### src/rtl/cic_agc_pkg.sv
// cic_agc_pkg
// Shared definitions for the CIC automatic gain controller:
//   - agc_state_e : controller states (2-bit encoding)
//   - ctr_width() : width of a counter that must hold 0..max_count
package cic_agc_pkg;

  typedef enum logic [1:0] {
    IDLE    = 2'd0,
    MEASURE = 2'd1,
    DECIDE  = 2'd2,
    SETTLE  = 2'd3
  } agc_state_e;

  // Never returns less than 1 so degenerate counts still give a legal vector.
  function automatic int ctr_width(input int max_count);
    return (max_count < 2) ? 1 : $clog2(max_count + 1);
  endfunction

endpackage

### src/rtl/cic_agc_peak.sv
// cic_agc_peak
// Magnitude extraction and running block-peak tracker for the AGC.
// Ports:
//   CLK, RST   : clock, synchronous active-high reset
//   sample     : signed CIC output sample (BITS)
//   tick       : sample is to be included in the running measurement
//   clear      : restart the measurement on the next cycle
//   run_peak   : running peak including the current sample when tick=1 (BITS-1, unsigned)
//   run_clip   : running full-scale flag including the current sample when tick=1
module cic_agc_peak
  import cic_agc_pkg::*;
#(
  parameter int BITS = 16
) (
  input  logic            CLK,
  input  logic            RST,
  input  logic [BITS-1:0] sample,
  input  logic            tick,
  input  logic            clear,
  output logic [BITS-2:0] run_peak,
  output logic            run_clip
);

  localparam logic [BITS-1:0] FS_POS = {1'b0, {(BITS-1){1'b1}}};
  localparam logic [BITS-1:0] FS_NEG = {1'b1, {(BITS-1){1'b0}}};

  logic [BITS-1:0] abs_val;
  logic [BITS-2:0] mag;
  logic            full_scale;
  logic [BITS-2:0] peak_q, peak_d;
  logic            clip_q, clip_d;

  // Two's complement absolute value; the most negative code has no positive
  // counterpart, so it saturates to the largest positive magnitude.
  always_comb begin
    abs_val    = sample[BITS-1] ? (~sample + BITS'(1)) : sample;
    mag        = abs_val[BITS-1] ? '1 : abs_val[BITS-2:0];
    full_scale = (sample == FS_POS) || (sample == FS_NEG);
    run_peak   = peak_q;
    run_clip   = clip_q;
    if (tick) begin
      if (mag > peak_q) begin
        run_peak = mag;
      end
      run_clip = clip_q | full_scale;
    end
    peak_d = clear ? '0 : run_peak;
    clip_d = clear ? 1'b0 : run_clip;
  end

  always_ff @(posedge CLK) begin
    if (RST) begin
      peak_q <= '0;
      clip_q <= 1'b0;
    end else begin
      peak_q <= peak_d;
      clip_q <= clip_d;
    end
  end

endmodule

### src/rtl/cic_agc.sv
// cic_agc
// Automatic gain controller driving the CIC decimator's output shift.
// Block-peak measurement, fast attack, held slow decay, settle window after
// every gain change; manual mode passes the software gain straight through.
// Ports:
//   CLK, RST     : clock, synchronous active-high reset
//   agc_en       : 1 = automatic, 0 = manual
//   manual_gain  : manual gain, also the seed when automatic mode starts
//   hi_thresh    : overload magnitude threshold (unsigned, BITS-1)
//   lo_thresh    : quiet magnitude threshold (unsigned, BITS-1)
//   cic_x        : signed decimated sample
//   cic_tick     : one-cycle sample-valid strobe
//   gain         : registered gain to the CIC
//   gain_update  : one-cycle pulse coincident with a new gain value
//   peak         : peak magnitude of the last completed block
//   clip         : full-scale seen in the last completed block
module cic_agc
  import cic_agc_pkg::*;
#(
  parameter int BITS           = 16,
  parameter int GAIN_BITS      = 8,
  parameter int GAIN_MAX       = 59,
  parameter int BLOCK_LEN      = 64,
  parameter int HOLD_BLOCKS    = 8,
  parameter int SETTLE_SAMPLES = 6,
  parameter int ATTACK_STEP    = 2
) (
  input  logic                 CLK,
  input  logic                 RST,
  input  logic                 agc_en,
  input  logic [GAIN_BITS-1:0] manual_gain,
  input  logic [BITS-2:0]      hi_thresh,
  input  logic [BITS-2:0]      lo_thresh,
  input  logic [BITS-1:0]      cic_x,
  input  logic                 cic_tick,
  output logic [GAIN_BITS-1:0] gain,
  output logic                 gain_update,
  output logic [BITS-2:0]      peak,
  output logic                 clip
);

  localparam int GW     = GAIN_BITS + 1;
  localparam int CNT_W  = ctr_width(BLOCK_LEN);
  localparam int HOLD_W = ctr_width(HOLD_BLOCKS);
  localparam int SET_W  = ctr_width(SETTLE_SAMPLES);

  agc_state_e           state_q, state_d;
  logic [GAIN_BITS-1:0] gain_q, gain_d;
  logic                 gain_update_q, gain_update_d;
  logic [BITS-2:0]      peak_q, peak_d;
  logic                 clip_q, clip_d;
  logic [CNT_W-1:0]     cnt_q, cnt_d;
  logic [HOLD_W-1:0]    hold_q, hold_d;
  logic [SET_W-1:0]     settle_q, settle_d;

  logic [GW-1:0]        gain_ext, dec_val, inc_val;
  logic [HOLD_W-1:0]    hold_inc;
  logic [GAIN_BITS-1:0] manual_clamped;
  logic [GAIN_BITS-1:0] decide_gain;
  logic [HOLD_W-1:0]    decide_hold;
  logic                 decide_change;
  logic                 last_sample;
  logic                 measuring;
  logic                 trk_tick, trk_clear;
  logic [BITS-2:0]      run_peak;
  logic                 run_clip;

  // Gain arithmetic is one bit wider so the attack step can go below zero
  // and be clamped instead of wrapping.
  assign gain_ext       = {1'b0, gain_q};
  assign dec_val        = gain_ext - GW'(ATTACK_STEP);
  assign inc_val        = gain_ext + GW'(1);
  assign hold_inc       = hold_q + HOLD_W'(1);
  assign manual_clamped = (manual_gain > GAIN_BITS'(GAIN_MAX)) ? GAIN_BITS'(GAIN_MAX) : manual_gain;

  // Gain decision for the latched block, plus whether the tracker should be
  // accumulating this cycle. Kept apart from the FSM so the tracker control
  // never depends on the tracker's own combinational output.
  always_comb begin
    decide_gain = gain_q;
    decide_hold = hold_q;
    if ((peak_q >= hi_thresh) || clip_q) begin
      decide_hold = '0;
      decide_gain = (gain_ext < GW'(ATTACK_STEP)) ? '0 : GAIN_BITS'(dec_val);
    end else if (peak_q < lo_thresh) begin
      if (hold_inc == HOLD_W'(HOLD_BLOCKS)) begin
        decide_hold = '0;
        decide_gain = (inc_val > GW'(GAIN_MAX)) ? GAIN_BITS'(GAIN_MAX) : GAIN_BITS'(inc_val);
      end else begin
        decide_hold = hold_inc;
      end
    end else begin
      decide_hold = '0;
    end
    decide_change = (decide_gain != gain_q);
    last_sample   = (cnt_q == CNT_W'(BLOCK_LEN - 1));
    // A tick during DECIDE already belongs to the next block when no settle follows.
    measuring     = agc_en && ((state_q == MEASURE) || ((state_q == DECIDE) && !decide_change));
    trk_tick      = cic_tick && measuring;
    trk_clear     = !measuring || ((state_q == MEASURE) && cic_tick && last_sample);
  end

  cic_agc_peak #(
    .BITS(BITS)
  ) u_peak (
    .CLK      (CLK),
    .RST      (RST),
    .sample   (cic_x),
    .tick     (trk_tick),
    .clear    (trk_clear),
    .run_peak (run_peak),
    .run_clip (run_clip)
  );

  // Controller FSM: dropping agc_en wins from any state and hands the gain
  // straight to the clamped manual value.
  always_comb begin
    state_d  = state_q;
    gain_d   = gain_q;
    peak_d   = peak_q;
    clip_d   = clip_q;
    cnt_d    = cnt_q;
    hold_d   = hold_q;
    settle_d = settle_q;
    if (!agc_en) begin
      state_d  = IDLE;
      gain_d   = manual_clamped;
      cnt_d    = '0;
      hold_d   = '0;
      settle_d = '0;
    end else begin
      case (state_q)
        IDLE: begin
          state_d  = MEASURE;
          cnt_d    = '0;
          hold_d   = '0;
          settle_d = '0;
        end
        MEASURE: begin
          if (cic_tick) begin
            if (last_sample) begin
              peak_d  = run_peak;
              clip_d  = run_clip;
              cnt_d   = '0;
              state_d = DECIDE;
            end else begin
              cnt_d = cnt_q + CNT_W'(1);
            end
          end
        end
        DECIDE: begin
          gain_d = decide_gain;
          hold_d = decide_hold;
          if (decide_change) begin
            state_d  = SETTLE;
            clip_d   = 1'b0;
            settle_d = cic_tick ? SET_W'(1) : '0;
          end else begin
            state_d = MEASURE;
            cnt_d   = cic_tick ? CNT_W'(1) : '0;
          end
        end
        SETTLE: begin
          if (cic_tick) begin
            if (settle_q == SET_W'(SETTLE_SAMPLES - 1)) begin
              state_d  = MEASURE;
              settle_d = '0;
            end else begin
              settle_d = settle_q + SET_W'(1);
            end
          end
        end
        default: state_d = IDLE;
      endcase
    end
    gain_update_d = (gain_d != gain_q);
  end

  always_ff @(posedge CLK) begin
    if (RST) begin
      state_q       <= IDLE;
      gain_q        <= '0;
      gain_update_q <= 1'b0;
      peak_q        <= '0;
      clip_q        <= 1'b0;
      cnt_q         <= '0;
      hold_q        <= '0;
      settle_q      <= '0;
    end else begin
      state_q       <= state_d;
      gain_q        <= gain_d;
      gain_update_q <= gain_update_d;
      peak_q        <= peak_d;
      clip_q        <= clip_d;
      cnt_q         <= cnt_d;
      hold_q        <= hold_d;
      settle_q      <= settle_d;
    end
  end

  assign gain        = gain_q;
  assign gain_update = gain_update_q;
  assign peak        = peak_q;
  assign clip        = clip_q;

endmodule

### config.mk
export PLATFORM = sky130hd
export DESIGN_NAME = cic_agc
export DESIGN_NICKNAME = d
export VERILOG_FILES = /design/src/rtl/cic_agc_pkg.sv /design/src/rtl/cic_agc_peak.sv /design/src/rtl/cic_agc.sv
export SDC_FILE = /design/constraint.sdc
export NUM_CORES = 1
export LEC_CHECK = 0
export ABC_AREA = 1
export CORE_UTILIZATION = 40
export CTS_BUF_LIST = sky130_fd_sc_hd__clkbuf_4
export DETAILED_ROUTE_END_ITERATION = 10
export SETUP_SLACK_MARGIN = 0.02
export SLEW_MARGIN = 20
export SYNTH_ARGS = -nofsm -noshare
export SYNTH_HDL_FRONTEND = slang
export SYNTH_SLANG_ARGS = --single-unit
### constraint.sdc
create_clock -name CLK -period 6.1 [get_ports CLK]
set_clock_uncertainty 0.2 [all_clocks]
set_input_delay 1.83 -clock CLK [delete_from_list [all_inputs] [get_ports CLK]]
set_output_delay 1.83 -clock CLK [all_outputs]
set_load 0.01 [all_outputs]
==> flow_summary_export.csv <==
group,metric,value,unit
detailed_routing,drt-initial-drc-count,282,
min_path,hold_depth,2,
clock_network,cts_resized,0,
layout,finalNonFillerCells,1141,
yosys,syn_area_per_cell,6.21,µm²
grt,antenna_found_initial,1,
layout,layout_common_cells,"219 x nand2_1, 149 x inv_1, 82 x nand3_1, 82 x clkdlybuf4s50_1, 75 x a21oi_1",
floorplan,die_x,119,µm
sta,rsz0062_at_grt,"false",
sta,worstMarginPinSlew,0.739,ns
yosys,ys_types,44,
pwr,total_power,902,µW
grt,grt_use_total,20.3,%
clock_network,clk_latency,0.41,ns
detailed_routing,vias,5528,
detailed_routing,drcViolationCount,0,
min_path,worst_hold_path_type,"flip-flop to flip-flop",
worst_setup_path,r2r_end,"peak[10]$_SDFFE_PP0P_",
layout,finalNetCount,1074,
grt,grt_pass1_wl,23.5,mm
floorplan,dieArea,14200,µm²
worst_setup_path,worstSetupStartpointType,"primary input",
worst_setup_path,rr_startpoint,"peak[2]$_SDFFE_PP0P_",
sta,finalHoldViolCount,0,
floorplan,die_y,119,µm
grt,grt_pass1_vias,4963,
placed_design,gp_congestion,0.896,
detailed_routing,routed_wl,13.8,mm
worst_setup_path,cp_cell_sequence,"clkdlybuf4s50_1, nor3_1, nand2_1, nor2_1, nand3_1, nor3_1, nand4_1, inv_1, or2_2, ha_1, a21oi_1, o21ai_0, a21oi_1, nand3b_1, a21boi_0, o211ai_1, nand2_1, nand2_1, buf_4, o21ai_0, nand3_1, nand3_2, nand2_1, inv_1",
pwr,ir_worst_vdd,0.0766,mV
worst_setup_path,worst_ep_arrival_time,5.61,ns
layout,final_common_cell,"nand2_1",
pwr,p_leak,3.05,nW
sta,slew_viol_final,0,
placed_design,dp.cells,1124,
worst_setup_path,end_kind,"flip-flop",
clock_network,cts_buffers,9,
yosys,synth_edf_count,0,
yosys,synth.area.top_cells,"dfxtp_1 21%, nand2_1 15%, ha_1 13%",
detailed_routing,antenna_left,0,
sta,fin_crit_sh,90.0,%
worst_setup_path,startpoint,"cic_x[1]",
sta,fin_setup_tns,0,ns
yosys,synth-seq-area-share,20.8,%
floorplan,num_rows,42,
worst_setup_path,cp_common_cell,"nand2_1",
worst_setup_path,slowest_delay,0.44,ns
worst_setup_path,r2r_setup_slack,2.71,ns
yosys,synthArstFlopShare,0,%
worst_setup_path,cp_slowest_cell,"clkdlybuf4s50_1",
pwr,power_density,137,nW/µm²
placed_design,hpwl,10.7,mm
clock_network,cts.htree.levels,3,
layout,final_layout_size_suffix_gt1_share,6.54,%
clock_network,post-cts-setup-buffers,0,
detailed_routing,drt_first_pass_iters,4,
yosys,netlist_area,5480,µm²
yosys,synth_area_leader_cell,"dfxtp_1",
worst_setup_path,rr_worst_depth,19,
layout,area.growth.synth_to_final,19.9,%
clock_network,cts_tree,"done",
worst_setup_path,required,6.22,ns
run,cap_viol_max_count,0,
grt,grt_max_degree,27,
yosys,synth_ff_type,"dfxtp_1",
yosys,ys_seq_elements,57,
min_path,hold_path.startpoint,"settle_q[2]$_SDFFE_PP0P_",
yosys,yosysTopAreaCellShare,20.8,%
sta,post-route-min-period,5.49,ns
worst_setup_path,cp_max_fo,16,
sta,setup_viol,0,
placed_design,io_buffers,82,
outcome,outcome,"finished clean",
floorplan,ioPinCount,83,
yosys,netlist_instances,882,
clock_network,ctsLongestPathBuffers,2,
floorplan,initial_core_util,41.2,%
grt,grt_overflow,0,
min_path,hold_end,"settle_q[2]$_SDFFE_PP0P_",
clock_network,cts_root_buf,"clkbuf_4",
detailed_routing,detail_route.wl_per_cell,12.1,µm
clock_network,clk_pin_slew,0.10,ns
floorplan,core,13300,µm²
sta,fmax,182,MHz
yosys,synth_nets,997,
yosys,yosysWarnings,0,
sta,max_slew_margin,50.7,%
placed_design,dpl_worst_slack,0.218,ns
clock_network,cts_hold_buf,0,
sta,setup_slack,0.607,ns
detailed_routing,avgViaCountPerCell,4.84,
worst_setup_path,path_class,"primary input to flip-flop",
clock_network,clock-sinks,57,
sta,holdWs,0.265,ns
flip-flops by register name (all words and copies together), names as in the netlist:
signal / count
clip: 1
state_q: 2
settle_q: 3
cnt_q: 7
peak: 15
gain: 8
u_peak.clip_q: 1
u_peak.peak_q: 15
hold_q: 4
gain_update: 1
power breakdown:
| group | internal [mW] | switching, mW | total, mW | leakage (nW) |
|---|---|---|---|---|
| Clock | 0.136 | 0.145 | 0.281 | 0.0787 |
| Sequential | 0.377 | 0.0116 | 0.388 | 0.462 |
| Combinational | 0.103 | 0.130 | 0.232 | 2.51 |
cell usage after synthesis, types with 7 or more instances:
master,number
a21oi_1,75
clkbuf_1,10
dfxtp_1,57
ha_1,57
inv_1,149
nand2_1,219
nand2_2,14
nand3_1,82
nand3_2,7
nand4_1,19
nor2_1,70
nor3_1,12
o21ai_0,34
xor2_1,15
kinds of logic after synthesis:
family / Yosys count / synth area share, %
AO/OA/AOI/OAI: 125 / 12.1
flip-flops: 57 / 20.8
AND/OR/NAND/NOR: 447 / 38.0
buffers and inverters: 179 / 13.3
XOR/XNOR: 17 / 2.72
adder cells (fa/ha/maj): 57 / 13.0
layer usage:
| layer | up-vias | track usage, % | share of wire, % |
|---|---|---|---|
| met5 | - | 0 | 0 |
| met4 | 0 | 6.25 | 1.5 |
| met3 | 20 | 3.21 | 5.0 |
| met2 | 128 | 30.2 | 41 |
| met1 | 2379 | 29.5 | 52 |
| li1 | 3001 | - | - |
final cells by class:
class / count / area [µm²]
fillers: 1404 / 6730
multi-input cells: 646 / 3610
flip-flops and latches: 57 / 1140
repair buffers: 90 / 881
inverters: 155 / 582
well taps: 176 / 220
clock buffers: 12 / 90.1
clock inverters: 4 / 43.8
diodes: 1 / 2.50
worst max-delay path, delay by kind of cell:
| kind | cells | cell delay [ns] |
|---|---|---|
| AOI/OAI and AO/OA | 6 | 0.66 |
| adders and majority gates | 1 | 0.23 |
| buffers and inverters | 4 | 0.92 |
| and+or+nand+nor | 13 | 1.94 |
metrics by stage:
stage,instance area [µm²],util [%]
after global placement,6430,48.4
after CTS,6570,49.4
after floorplan,5480,-
after global routing,6570,49.4
final,6570,49.4
after detailed placement,6430,48.4
worst max path at each step:
stage | slack, ns | end | cells past startpoint
after floorplan | 1.04 | peak[12]$_SDFFE_PP0P_ | 24
after global placement | 0.29 | peak[11]$_SDFFE_PP0P_ | 24
after detailed placement | 0.22 | peak[11]$_SDFFE_PP0P_ | 24
after CTS | 0.64 | peak[11]$_SDFFE_PP0P_ | 24
after global routing | 0.04 | u_peak.peak_q[11]$_SDFF_PP0_ | 23
final | 0.61 | peak[11]$_SDFFE_PP0P_ | 24
Power figures use the tool's default switching activity.
